File: config.mk
export PLATFORM = sky130hd
export DESIGN_NAME = mdu_seq
export DESIGN_NICKNAME = d
export VERILOG_FILES = /design/src/rtl/mdu_seq_pkg.sv /design/src/rtl/mdu_iter.sv /design/src/rtl/mdu_seq.sv
export SDC_FILE = /design/constraint.sdc
export NUM_CORES = 1
export LEC_CHECK = 0
export ABC_AREA = 0
export CORE_MARGIN = 4
export CORE_UTILIZATION = 42
export DETAILED_ROUTE_END_ITERATION = 10
export GPL_TIMING_DRIVEN = 1
export PLACE_DENSITY_LB_ADDON = 0.1
export SYNTH_ARGS = -nofsm -noshare
export SYNTH_HDL_FRONTEND = slang
export SYNTH_HIERARCHICAL = 1
export SYNTH_SLANG_ARGS = --single-unit
export TNS_END_PERCENT = 10
File: constraint.sdc
create_clock -name Clk -period 6.34 [get_ports Clk]
set_input_delay 0.634 -clock Clk [delete_from_list [all_inputs] [get_ports Clk]]
set_output_delay 0.634 -clock Clk [all_outputs]
set_load 0.01 [all_outputs]
File: src/rtl/mdu_seq_pkg.sv
// Shared MDU opcode and FSM state encodings, plus opcode classification helpers
// used by the multiply/divide unit and the issuing controller.
package mdu_seq_pkg;

   localparam logic [2:0] MDU_NONE  = 3'd0;
   localparam logic [2:0] MDU_MULT  = 3'd1;
   localparam logic [2:0] MDU_MULTU = 3'd2;
   localparam logic [2:0] MDU_DIV   = 3'd3;
   localparam logic [2:0] MDU_DIVU  = 3'd4;
   localparam logic [2:0] MDU_MTHI  = 3'd5;
   localparam logic [2:0] MDU_MTLO  = 3'd6;

   typedef enum logic [1:0] {
      S_IDLE = 2'd0,
      S_RUN  = 2'd1,
      S_FIX  = 2'd2
   } state_t;

   function automatic logic is_arith(input logic [2:0] op);
      return (op == MDU_MULT) || (op == MDU_MULTU) || (op == MDU_DIV) || (op == MDU_DIVU);
   endfunction

   function automatic logic is_signed_op(input logic [2:0] op);
      return (op == MDU_MULT) || (op == MDU_DIV);
   endfunction

   function automatic logic is_div_op(input logic [2:0] op);
      return (op == MDU_DIV) || (op == MDU_DIVU);
   endfunction

endpackage

File: src/rtl/mdu_iter.sv
// Iteration datapath shared by radix-2 shift-add multiply and restoring divide:
// one WIDTH+1-bit add/subtract, a 2*WIDTH-bit shift register and a step counter.
module mdu_iter #(
   parameter int WIDTH = 32
) (
   input  logic             clk,
   input  logic             reset_n,
   input  logic             load,
   input  logic             step,
   input  logic             is_div,
   input  logic [WIDTH-1:0] load_val,
   input  logic [WIDTH-1:0] operand,
   output logic [WIDTH-1:0] acc_hi,
   output logic [WIDTH-1:0] acc_lo,
   output logic             last
);
   localparam int CW = $clog2(WIDTH);

   logic [WIDTH-1:0] hi_reg;
   logic [WIDTH-1:0] hi_next;
   logic [WIDTH-1:0] lo_reg;
   logic [WIDTH-1:0] lo_next;
   logic [CW-1:0]    cnt_reg;
   logic [WIDTH:0]   x;
   logic [WIDTH:0]   sum;
   logic [WIDTH:0]   t;

   always_comb begin
      x   = is_div ? {hi_reg, lo_reg[WIDTH-1]} : {1'b0, hi_reg};
      sum = is_div ? (x - {1'b0, operand}) : (x + {1'b0, operand});
      t   = lo_reg[0] ? sum : x;
      if (is_div) begin
         // Partial remainder is always below the divisor, so the MSB of the difference is the borrow.
         hi_next = sum[WIDTH] ? x[WIDTH-1:0] : sum[WIDTH-1:0];
         lo_next = {lo_reg[WIDTH-2:0], ~sum[WIDTH]};
      end else begin
         hi_next = t[WIDTH:1];
         lo_next = {t[0], lo_reg[WIDTH-1:1]};
      end
   end

   always_ff @(posedge clk) begin
      if (!reset_n) begin
         hi_reg  <= '0;
         lo_reg  <= '0;
         cnt_reg <= '0;
      end else if (load) begin
         hi_reg  <= '0;
         lo_reg  <= load_val;
         cnt_reg <= '0;
      end else if (step) begin
         hi_reg  <= hi_next;
         lo_reg  <= lo_next;
         cnt_reg <= cnt_reg + 1'b1;
      end
   end

   assign acc_hi = hi_reg;
   assign acc_lo = lo_reg;
   assign last   = (cnt_reg == CW'(WIDTH - 1));

endmodule

File: src/rtl/mdu_seq.sv
// Iterative multiply/divide unit with HI/LO registers: Start/Busy handshake,
// WIDTH+1 busy cycles per MULT/DIV, single-cycle MTHI/MTLO.
module mdu_seq
   import mdu_seq_pkg::*;
#(
   parameter int WIDTH = 32
) (
   input  logic             Clk,
   input  logic             Reset,
   input  logic             Start,
   input  logic [2:0]       MDUop,
   input  logic [WIDTH-1:0] A,
   input  logic [WIDTH-1:0] B,
   output logic             Busy,
   output logic             Done,
   output logic [WIDTH-1:0] HI,
   output logic [WIDTH-1:0] LO
);
   state_t             state_reg;
   state_t             state_next;
   logic [WIDTH-1:0]   hi_reg;
   logic [WIDTH-1:0]   lo_reg;
   logic               done_reg;
   logic [WIDTH-1:0]   a_reg;
   logic [WIDTH-1:0]   b_reg;
   logic [2:0]         op_reg;

   logic               accept_arith;
   logic               iter_load;
   logic               iter_step;
   logic               op_signed;
   logic               op_div;
   logic [WIDTH-1:0]   a_in_mag;
   logic [WIDTH-1:0]   b_mag;
   logic [WIDTH-1:0]   it_hi;
   logic [WIDTH-1:0]   it_lo;
   logic               it_last;
   logic [2*WIDTH-1:0] prod;
   logic [WIDTH-1:0]   hi_fix;
   logic [WIDTH-1:0]   lo_fix;

   assign accept_arith = (state_reg == S_IDLE) && Start && is_arith(MDUop);
   assign op_signed    = is_signed_op(op_reg);
   assign op_div       = is_div_op(op_reg);
   assign a_in_mag     = (is_signed_op(MDUop) && A[WIDTH-1]) ? -A : A;
   assign b_mag        = (op_signed && b_reg[WIDTH-1]) ? -b_reg : b_reg;

   mdu_iter #(.WIDTH(WIDTH)) u_iter (
      .clk      (Clk),
      .reset_n  (Reset),
      .load     (iter_load),
      .step     (iter_step),
      .is_div   (op_div),
      .load_val (a_in_mag),
      .operand  (b_mag),
      .acc_hi   (it_hi),
      .acc_lo   (it_lo),
      .last     (it_last)
   );

   always_ff @(posedge Clk) begin
      if (!Reset) state_reg <= S_IDLE;
      else        state_reg <= state_next;
   end

   always_comb begin
      state_next = state_reg;
      case (state_reg)
         S_IDLE:  if (accept_arith) state_next = S_RUN;
         S_RUN:   if (it_last) state_next = S_FIX;
         S_FIX:   state_next = S_IDLE;
         default: state_next = S_IDLE;
      endcase
   end

   always_comb begin
      Busy      = (state_reg == S_RUN) || (state_reg == S_FIX);
      iter_load = accept_arith;
      iter_step = (state_reg == S_RUN);
   end

   // Sign fix-up applied to the unsigned magnitude result; most-negative / -1 falls out naturally.
   always_comb begin
      prod   = {it_hi, it_lo};
      hi_fix = it_hi;
      lo_fix = it_lo;
      if (!op_div) begin
         if (op_signed && (a_reg[WIDTH-1] ^ b_reg[WIDTH-1])) prod = -prod;
         hi_fix = prod[2*WIDTH-1:WIDTH];
         lo_fix = prod[WIDTH-1:0];
      end else if (b_reg == '0) begin
         hi_fix = a_reg;
         lo_fix = '1;
      end else begin
         if (op_signed && (a_reg[WIDTH-1] ^ b_reg[WIDTH-1])) lo_fix = -it_lo;
         if (op_signed && a_reg[WIDTH-1]) hi_fix = -it_hi;
      end
   end

   always_ff @(posedge Clk) begin
      if (!Reset) begin
         hi_reg   <= '0;
         lo_reg   <= '0;
         done_reg <= 1'b0;
         a_reg    <= '0;
         b_reg    <= '0;
         op_reg   <= MDU_NONE;
      end else begin
         done_reg <= 1'b0;
         if (accept_arith) begin
            a_reg  <= A;
            b_reg  <= B;
            op_reg <= MDUop;
         end
         if (state_reg == S_FIX) begin
            hi_reg   <= hi_fix;
            lo_reg   <= lo_fix;
            done_reg <= 1'b1;
         end else if ((state_reg == S_IDLE) && Start) begin
            if (MDUop == MDU_MTHI) hi_reg <= A;
            if (MDUop == MDU_MTLO) lo_reg <= A;
         end
      end
   end

   assign Done = done_reg;
   assign HI   = hi_reg;
   assign LO   = lo_reg;

endmodule

==> results.sh <==
export IMPL_hp_start="a_reg[26]"
export IMPL_ys_warn_count=6
export IMPL_pwr_share_clk_pct=33.3
export IMPL_seq_area_um2=4070
export IMPL_post_dp_hpwl_um=43400
export IMPL_initial_core_util_pct=42.4
export IMPL_peakVddDrop_mv=0.195
export IMPL_r2r_start="b_reg[5]"
export IMPL_fin_crit_ns=5.94
export IMPL_wl_um=60100
export IMPL_cts_max_level=1
export IMPL_switchingPower_mw=1.67
export IMPL_synth_largest_area_cell="dfxtp_1"
export IMPL_core_um2=38600
export IMPL_post_route_period_util_pct=93.6
export IMPL_grt_max_degree=87
export IMPL_worst_path_buf_inv=1
export IMPL_grt_pass1_wl_um=90700
export IMPL_syn_inst=2156
export IMPL_critPathSlowestCell="or4_1"
export IMPL_viasPerCell=5.93
export IMPL_rsz0062_at_grt="no"
export IMPL_final_common_cell="nand2_1"
export IMPL_nFillCells=3955
export IMPL_drc_errors=0
export IMPL_worstPathCellList="nor3_1 -> nand4_1 -> o31ai_1 -> xnor2_1 -> or4_1 -> or3_1 -> or4b_4 -> nor3_1 -> nor2_1 -> xnor2_1 -> ha_1 -> nand2_1 -> o21ai_0 -> a21oi_1 -> o31ai_1 -> a41oi_2 -> xnor2_4 -> buf_12 -> mux2_1 -> a21oi_1 -> o21ai_1"
export IMPL_portBuffers=135
export IMPL_min_to="a_reg[26]"
export IMPL_power_internal_mw=2.82
export IMPL_r2r_end="u_iter/acc_hi[5]"
export IMPL_routabilityCongestion=0.925
export IMPL_multiInputGateArea_um2=11400
export IMPL_hold_path_depth=2
export IMPL_vias=16200
export IMPL_critPathMaxStageDelay_ns=0.57
export IMPL_postPlaceCellArea_um2=17900
export IMPL_cts_setup_buffers=0
export IMPL_holdCritPathClass="reg2reg"
export IMPL_ant_nets=0
export IMPL_dp_cells=2685
export IMPL_pin_count=136
export IMPL_slew_headroom_pct=19.7
export IMPL_ys_top_cells_by_area="dfxtp_1 25%, xnor2_1 6.8%, a21oi_1 6.3%"
export IMPL_r2r_slack_ns=0.40
export IMPL_area_growth_pct=14.9
export IMPL_fp_dieW_um=205
export IMPL_synth_top_area_share_pct=24.8
export IMPL_cts_root_buffer="clkbuf_16"
export IMPL_finalHoldViolCount=0
export IMPL_powerDensity_nw_per_um2=239
export IMPL_synthArstFlopShare_pct=0
export IMPL_worst_slew_pin_slew_ns=1.20
export IMPL_ys_seq_area_share_pct=24.8
export IMPL_p_comb_share_pct=34.2
export IMPL_cts_buffers=26
export IMPL_grt_pass1_vias=15300
export IMPL_synthFlopType="dfxtp_1"
export IMPL_rows=72
export IMPL_cts_sinks=203
export IMPL_fin_nets=2308
export IMPL_syn_nets=2269
export IMPL_end_kind="register"
export IMPL_drive_gt1_share_pct=8.23
export IMPL_drt_first_pass_iters=6
export IMPL_synth_cell_type_count=85
export IMPL_synth_edff_count=0
export IMPL_postSynthAreaPerCell_um2=7.59
export IMPL_finalNonFillerCells=2731
export IMPL_slew_violations=0
export IMPL_path_delay_family="simple AND/OR/NAND/NOR gates"
export IMPL_ctsHoldBuffers=0
export IMPL_start_kind="register"
export IMPL_cts_resized=0
export IMPL_synth_seq_cells=203
export IMPL_holdWs_ns=0.465
export IMPL_rr_worst_depth=21
export IMPL_cts_max_path_buffers=3
export IMPL_die_area_um2=42200
export IMPL_critPathKind="reg2reg"
export IMPL_grt_overflow=0
export IMPL_power_leakage_nw=6.99
export IMPL_grt_use_total_pct=27.1
export IMPL_mostFrequentLayoutCells="268 x nand2_1, 207 x a21oi_1, 202 x dfxtp_1"
export IMPL_synth_area_um2=16400
export IMPL_status="finished, final reports clean"
export IMPL_wl_per_cell_um=22.0
export IMPL_insertion_delay_ns=0.55
export IMPL_seqPwrFrac_pct=32.5
export IMPL_cp_data_required_time_ns=6.74
export IMPL_antenna_found_initial=1
export IMPL_cts_clk_slew_worst_paths_ns=0.06
export IMPL_drt_iter0_markers=1083
export IMPL_cts_tree="done"
export IMPL_die_h_um=205
export IMPL_critPathMaxFanout=22
export IMPL_critPathArrivalTime_ns=6.34
export IMPL_clock_skew_ns=0.0192
export IMPL_max_freq_ghz=0.168
export IMPL_swShare_pct=37.3
export IMPL_maxCapViolCount=0
export IMPL_finalSetupViolCount=0
export IMPL_stdcell_area_um2=18800
export IMPL_tns_ns=0
==> worst max-delay path by stage <==
stage                       end  depth (start not counted)  startpoint  slack (ns)
2_1_floorplan  u_iter/acc_hi[2]                         22   op_reg[0]        0.78
3_3_place_gp   u_iter/acc_hi[6]                         21    b_reg[2]        0.43
3_5_place_dp   u_iter/acc_hi[5]                         21    b_reg[2]        0.43
4_1_cts        u_iter/acc_hi[5]                         21    b_reg[2]        0.39
5_1_grt        u_iter/acc_hi[8]                         21    b_reg[5]        0.07
6_report       u_iter/acc_hi[5]                         21    b_reg[5]        0.40
==> logic make-up (layout without fill, tap and decap cells) <==
| logic type | Yosys count | after routing | synth area share [%] |
|---|---|---|---|
| XOR/XNOR | 204 | 204 | 11.0 |
| AND/OR/NAND/NOR | 727 | 727 | 21.2 |
| buffers and inverters | 196 | 252 | 5.47 |
| other | 0 | 1 | 0 |
| AO/OA/AOI/OAI | 641 | 641 | 25.0 |
| adder cells (fa/ha/maj) | 43 | 43 | 3.33 |
| flip-flops | 203 | 203 | 24.8 |
| multiplexers | 142 | 142 | 9.18 |
==> metal layers <==
layer / vias up / global-route usage [%] / share of wire [%]
met1: 7792 / 36.6 / 44
met5: - / 0 / 0
met3: 81 / 3.10 / 5.8
li1: 7820 / - / -
met2: 508 / 46.4 / 48
met4: 0 / 6.46 / 2.4
==> synth_stat cells, types with 60 or more instances <==
cell      number
a21oi_1      207
a21boi_0      69
a211oi_1      60
dfxtp_1      203
xnor2_1      127
mux2i_1       77
clkbuf_1     129
nand2_1      268
mux2_2        61
o21ai_0      118
xor2_1        76
nor2_1       186
==> power groups by stage <==
stage / Combinational, mW / Clock, mW / Sequential, mW
finish: 1.54 / 1.49 / 1.46
global route: 1.67 / 1.57 / 1.47
CTS: 1.52 / 1.52 / 1.46
detailed placement: 1.52 / 0 / 1.49
global placement: 1.51 / 0 / 1.48
floorplan: 1.10 / 0 / 1.44
==> metrics by stage <==
step	worst slack [ns]	total power [mW]	utilization [%]
6_report	0.404	4.49	48.8
3_5_place_dp	0.429	3.00	46.5
2_1_floorplan	0.782	2.54	-
3_3_place_gp	0.426	2.99	46.5
4_1_cts	0.388	4.51	48.7
5_1_grt	0.0733	4.72	48.8
==> layout make-up <==
cell class | count | area share [%]
well taps | 518 | 3.45
clock inverters | 10 | 0.426
multi-input cells | 1757 | 60.9
inverters | 32 | 0.666
repair buffers | 175 | 8.84
clock buffers | 35 | 4.13
diodes | 1 | 0.0133
flip-flops and latches | 203 | 21.6
==> worst register-to-register path, delay by kind of cell (launching register included) <==
family,cells,cell delay [ns]
AOI/OAI and AO/OA,7,1.41
DFF,1,0.35
buffers and inverters,1,0.21
and+or+nand+nor,8,2.51
muxes,1,0.34
xor gates and xnor gates,3,0.57
adders and majority gates,1,0.41
No activity file was read; power rests on OpenSTA's default activity.
==> patch 1, RTL diff (config.mk and constraints unchanged) <==
Register the inputs `Start`, `MDUop`, `A` and `B` before use. The logic sees them one clock later.
--- a/src/rtl/mdu_seq.sv
+++ b/src/rtl/mdu_seq.sv
@@ -18,2 +18,15 @@
 );
+
+   logic Start_q;
+   logic [2:0] MDUop_q;
+   logic [WIDTH-1:0] A_q;
+   logic [WIDTH-1:0] B_q;
+
+   always_ff @(posedge Clk) begin
+      Start_q <= Start;
+      MDUop_q <= MDUop;
+      A_q     <= A;
+      B_q     <= B;
+   end
+
    state_t             state_reg;
@@ -41,6 +54,6 @@
 
-   assign accept_arith = (state_reg == S_IDLE) && Start && is_arith(MDUop);
+   assign accept_arith = (state_reg == S_IDLE) && Start_q && is_arith(MDUop_q);
    assign op_signed    = is_signed_op(op_reg);
    assign op_div       = is_div_op(op_reg);
-   assign a_in_mag     = (is_signed_op(MDUop) && A[WIDTH-1]) ? -A : A;
+   assign a_in_mag     = (is_signed_op(MDUop_q) && A_q[WIDTH-1]) ? -A_q : A_q;
    assign b_mag        = (op_signed && b_reg[WIDTH-1]) ? -b_reg : b_reg;
@@ -110,5 +123,5 @@
          if (accept_arith) begin
-            a_reg  <= A;
-            b_reg  <= B;
-            op_reg <= MDUop;
+            a_reg  <= A_q;
+            b_reg  <= B_q;
+            op_reg <= MDUop_q;
          end
@@ -118,5 +131,5 @@
             done_reg <= 1'b1;
-         end else if ((state_reg == S_IDLE) && Start) begin
-            if (MDUop == MDU_MTHI) hi_reg <= A;
-            if (MDUop == MDU_MTLO) lo_reg <= A;
+         end else if ((state_reg == S_IDLE) && Start_q) begin
+            if (MDUop_q == MDU_MTHI) hi_reg <= A_q;
+            if (MDUop_q == MDU_MTLO) lo_reg <= A_q;
          end
Function: changed (Yosys sat finds a counterexample within 4 cycles, from zero or initial values and one cycle with Reset low).
==> patch 1 against the unedited design <==
  * Setup slack got worse by 0.077 ns
  * Final area rose by 7.6%
  * Cell count rose by 2.6%
  * First-iteration DRC count rose by 19%
  * Total power rose by 19%
  * Via count rose by 0.38%
  * Routed wire length fell by 4.3%
  * Sequential cell count rose by 68
  * Clock skew rose by 0.0068 ns
  * Synthesized area rose by 6.3%
  * Maximum frequency fell by 1.3%
==> patch 1: results (changes against the unedited design) <==
status=finished, final reports clean; met1 usage=0.326 (-0.0405); post-synth cell types=83 (-2.4%); Design Power=5.35 mW (+19%); clk_skew=0.0260 ns (+0.00676 ns); combinational power share=0.272 (-0.070); metal2 WL=27600 um (-4.3%); largest cells by area after synthesis=dfxtp_1, nand2_1, xnor2_1; ys async rst share=0 (unchanged); Core Util, Final=0.494 (+0.00665); DP HPWL=41000 um (-5.7%); n_diodes=0 (-1); Cells after DPL=2741 (+2.1%); GR met2 Demand/Resource=0.424 (-0.0397); placed cell areas=19100 um2 (+6.5%); wire length on met1=25300 um (-4.0%); switch share=0.339 (-0.0341); vias in the first global route=15700 (+2.8%); mean post-synth cell area=7.96 um2 (+4.9%); Worst VDD drop=0.179 mV (-8.3%); Final Wtd Congestion=0.866 (-6.4%); worst endpoint data arrival time=6.42 ns (+0.08 ns); met3 Usage GRT=0.0292 (-0.00185); largest net degree at the start of global routing=70 (-20%); met3 WL=2830 um (-19%); Mapped Nets=2298 (+1.3%); sequential share of the synthesized area=0.312 (+0.0637); Leakage=7.70 nW (+10%); layout cells sized above 1=0.0859 (+0.00366); top post-synthesis cells by count=nand2_1, dfxtp_1, nor2_1; initial antenna violation count=0 (-1); DR vias/cell=5.81 (-2.1%); H-tree levels=2 (+1); DR iter-0 viols=1287 (+19%); Num CTS Buffers=34 (+31%); # nets final=2359 (+2.2%); DRT Wirelength=57500 um (-4.3%); Slew @ Worst Pin=1.11 ns (-0.0920 ns); first-pass GRT wire length=89600 um (-1.2%); Register-to-Register Path Depth=19 (-9.5%)
[patch 1: cells by family after synthesis]
logic type	share of synthesized area
flip-flops	0.312
buffers and inverters	0.0418
adder cells (fa/ha/maj)	0.0314
AO/OA/AOI/OAI	0.228
AND/OR/NAND/NOR	0.198
XOR/XNOR	0.107
multiplexers	0.0817
[patch 1: worst paths after layout]
check	start	endpoint	slack, ns
worst max-delay path	b_reg[10]	u_iter/acc_hi[6]	0.33
worst min-delay path	a_reg[22]	HI[22]	0.43
worst max register to register	b_reg[10]	u_iter/acc_hi[6]	0.33
worst min register to register	a_reg[22]	HI[22]	0.43
[patch 1: cell type report]
| cell class | instances | area (um2) |
|---|---|---|
| repair buffers | 170 | 1630 |
| well taps | 532 | 666 |
| inverters | 30 | 118 |
| fillers | 4054 | 20700 |
| flip-flops and latches | 271 | 5430 |
| clock inverters | 9 | 116 |
| multi-input cells | 1739 | 11300 |
| clock buffers | 50 | 992 |
==> patch 2, RTL diff (same flow settings) <==
Made on the original files. `WIDTH` is set to 32 in 2 places; all go to 16.
--- a/src/rtl/mdu_iter.sv
+++ b/src/rtl/mdu_iter.sv
@@ -3,3 +3,3 @@
 module mdu_iter #(
-   parameter int WIDTH = 32
+   parameter int WIDTH = 16
 ) (
--- a/src/rtl/mdu_seq.sv
+++ b/src/rtl/mdu_seq.sv
@@ -5,3 +5,3 @@
 #(
-   parameter int WIDTH = 32
+   parameter int WIDTH = 16
 ) (
Interface: changed (resized A, B, HI and LO); port bits go from 136 to 72. The function was not compared with the original's and may differ.
==> patch 2 against the unedited design <==
  * Sequential cell count shrank 97
  * Final area decreased by 50%
  * Synthesized area shrank 49%
  * Total power is 39% lower
  * Combinational power is 13% lower
  * Setup slack better by 0.96 ns
  * Routed wire length down 56%
  * Critical path type unchanged
  * Critical endpoint is now u_iter/acc_hi[11]
  * Largest power group unchanged
  * Highest routed layer unchanged
==> patch 2: results (changes against the unedited design) <==
Cells after DPL=1352 (-50%); placed cell areas=9150 um2 (-49%); worst skew pair latency=0.36 ns (-0.19 ns); synthesized flop and latch total=106 (-48%); clk buf depth=2 (-1); Net Sw Power=1.21 mW (-28%); Max-slew headroom=0.417 (+0.220); bufs w/o clock=80 (-54%); CP max FO=13 (-41%); Worst VDD drop=0.167 mV (-15%); Total GRT Usage=0.236 (-0.0350); n_diodes=0 (-1); Layout non-clock buf frac=0.0819 (-0.00646); mux contribution to synthesized area=0.0822 (-0.00958); worst endpoint data arrival time=5.23 ns (-1.11 ns); Clock Pin Slew Worst Setup and Hold Paths=0.08 ns (+0.02 ns); Multi-input gate area=5800 um2 (-49%); clk cell area share=0.0308 (-0.0148); Adder-Cell Fraction of Synth Area=0.0415 (+0.00816); Num CTS Buffers=9 (-65%); wire length on met1=12200 um (-54%); H-tree levels=3 (+2); layout cells sized above 1=0.0762 (-0.00612); DRT Wirelength=26300 um (-56%); # fillers=1962 (-50%); combinational power share=0.489 (+0.147); Post-CTS Setup Bufs=0 (unchanged); compound-gate portion of the synthesized area=0.261 (+0.0117); sequential share of the synthesized area=0.255 (+0.00666); P_clk=0.558 mW (-63%); # nets final=1163 (-50%); clock buffer count in the final layout=11 (-69%); met3 WL=1330 um (-62%); Comb. pwr=1.34 mW (-13%); status=finished, final reports clean; DP Worst Slack=1.48 ns (+1.05 ns); total number of vias=7967 (-51%); Reg area=2120 um2 (-48%); port bufs=71 (-47%); Leakage=3.30 nW (-53%); post-synthesis cell count=1074 (-50%); largest cells by area after synthesis=dfxtp_1, xnor2_1, nand2_1; Final Wtd Congestion=0.910 (-1.6%); first-pass GRT wire length=41500 um (-54%); DR iter-0 viols=730 (-33%); top post-synthesis cells by count=nand2_1, dfxtp_1, a21oi_1; multi-input gate count=870 (-50%); clk_skew=0.0106 ns (-0.00861 ns); vias in the first global route=7389 (-52%); WL/cell=19.2 um (-13%); metal2 WL=12300 um (-57%); Seq/total area=0.225 (+0.00861); Inverters, non-clock=31 (-3.1%)
[patch 2: worst max-delay path, cell delays in order, from the launching register on]
cell and delay (ns):
dfxtp_1 0.40, nor2b_1 0.34, and2_1 0.31, o31ai_1 0.12, xnor2_1 0.18, nor3_1 0.45, a21oi_1 0.19, nor2_1 0.27
o21ai_0 0.16, xnor2_1 0.17, ha_1 0.36, a21oi_1 0.18, o21ai_1 0.15, a311oi_4 0.34, nand3_1 0.47, nand2_1 0.36
a31oi_1 0.13, a32o_1 0.29
[patch 2: routing by layer]
layer | GRT usage | vias to the layer above
met5 | 0 | -
met4 | 0.0586 | 0
met3 | 0.0359 | 35
met1 | 0.329 | 3781
li1 | - | 3936
met2 | 0.385 | 215
[patch 2: worst paths after layout]
check | from | endpoint | slack, ns | cells after the start
max reg2reg | op_reg[0] | u_iter/acc_hi[11] | 1.36 | 17
min | a_reg[12] | a_reg[12] | 0.46 | 2
max | op_reg[0] | u_iter/acc_hi[11] | 1.36 | 17
min reg2reg | a_reg[12] | a_reg[12] | 0.46 | 2
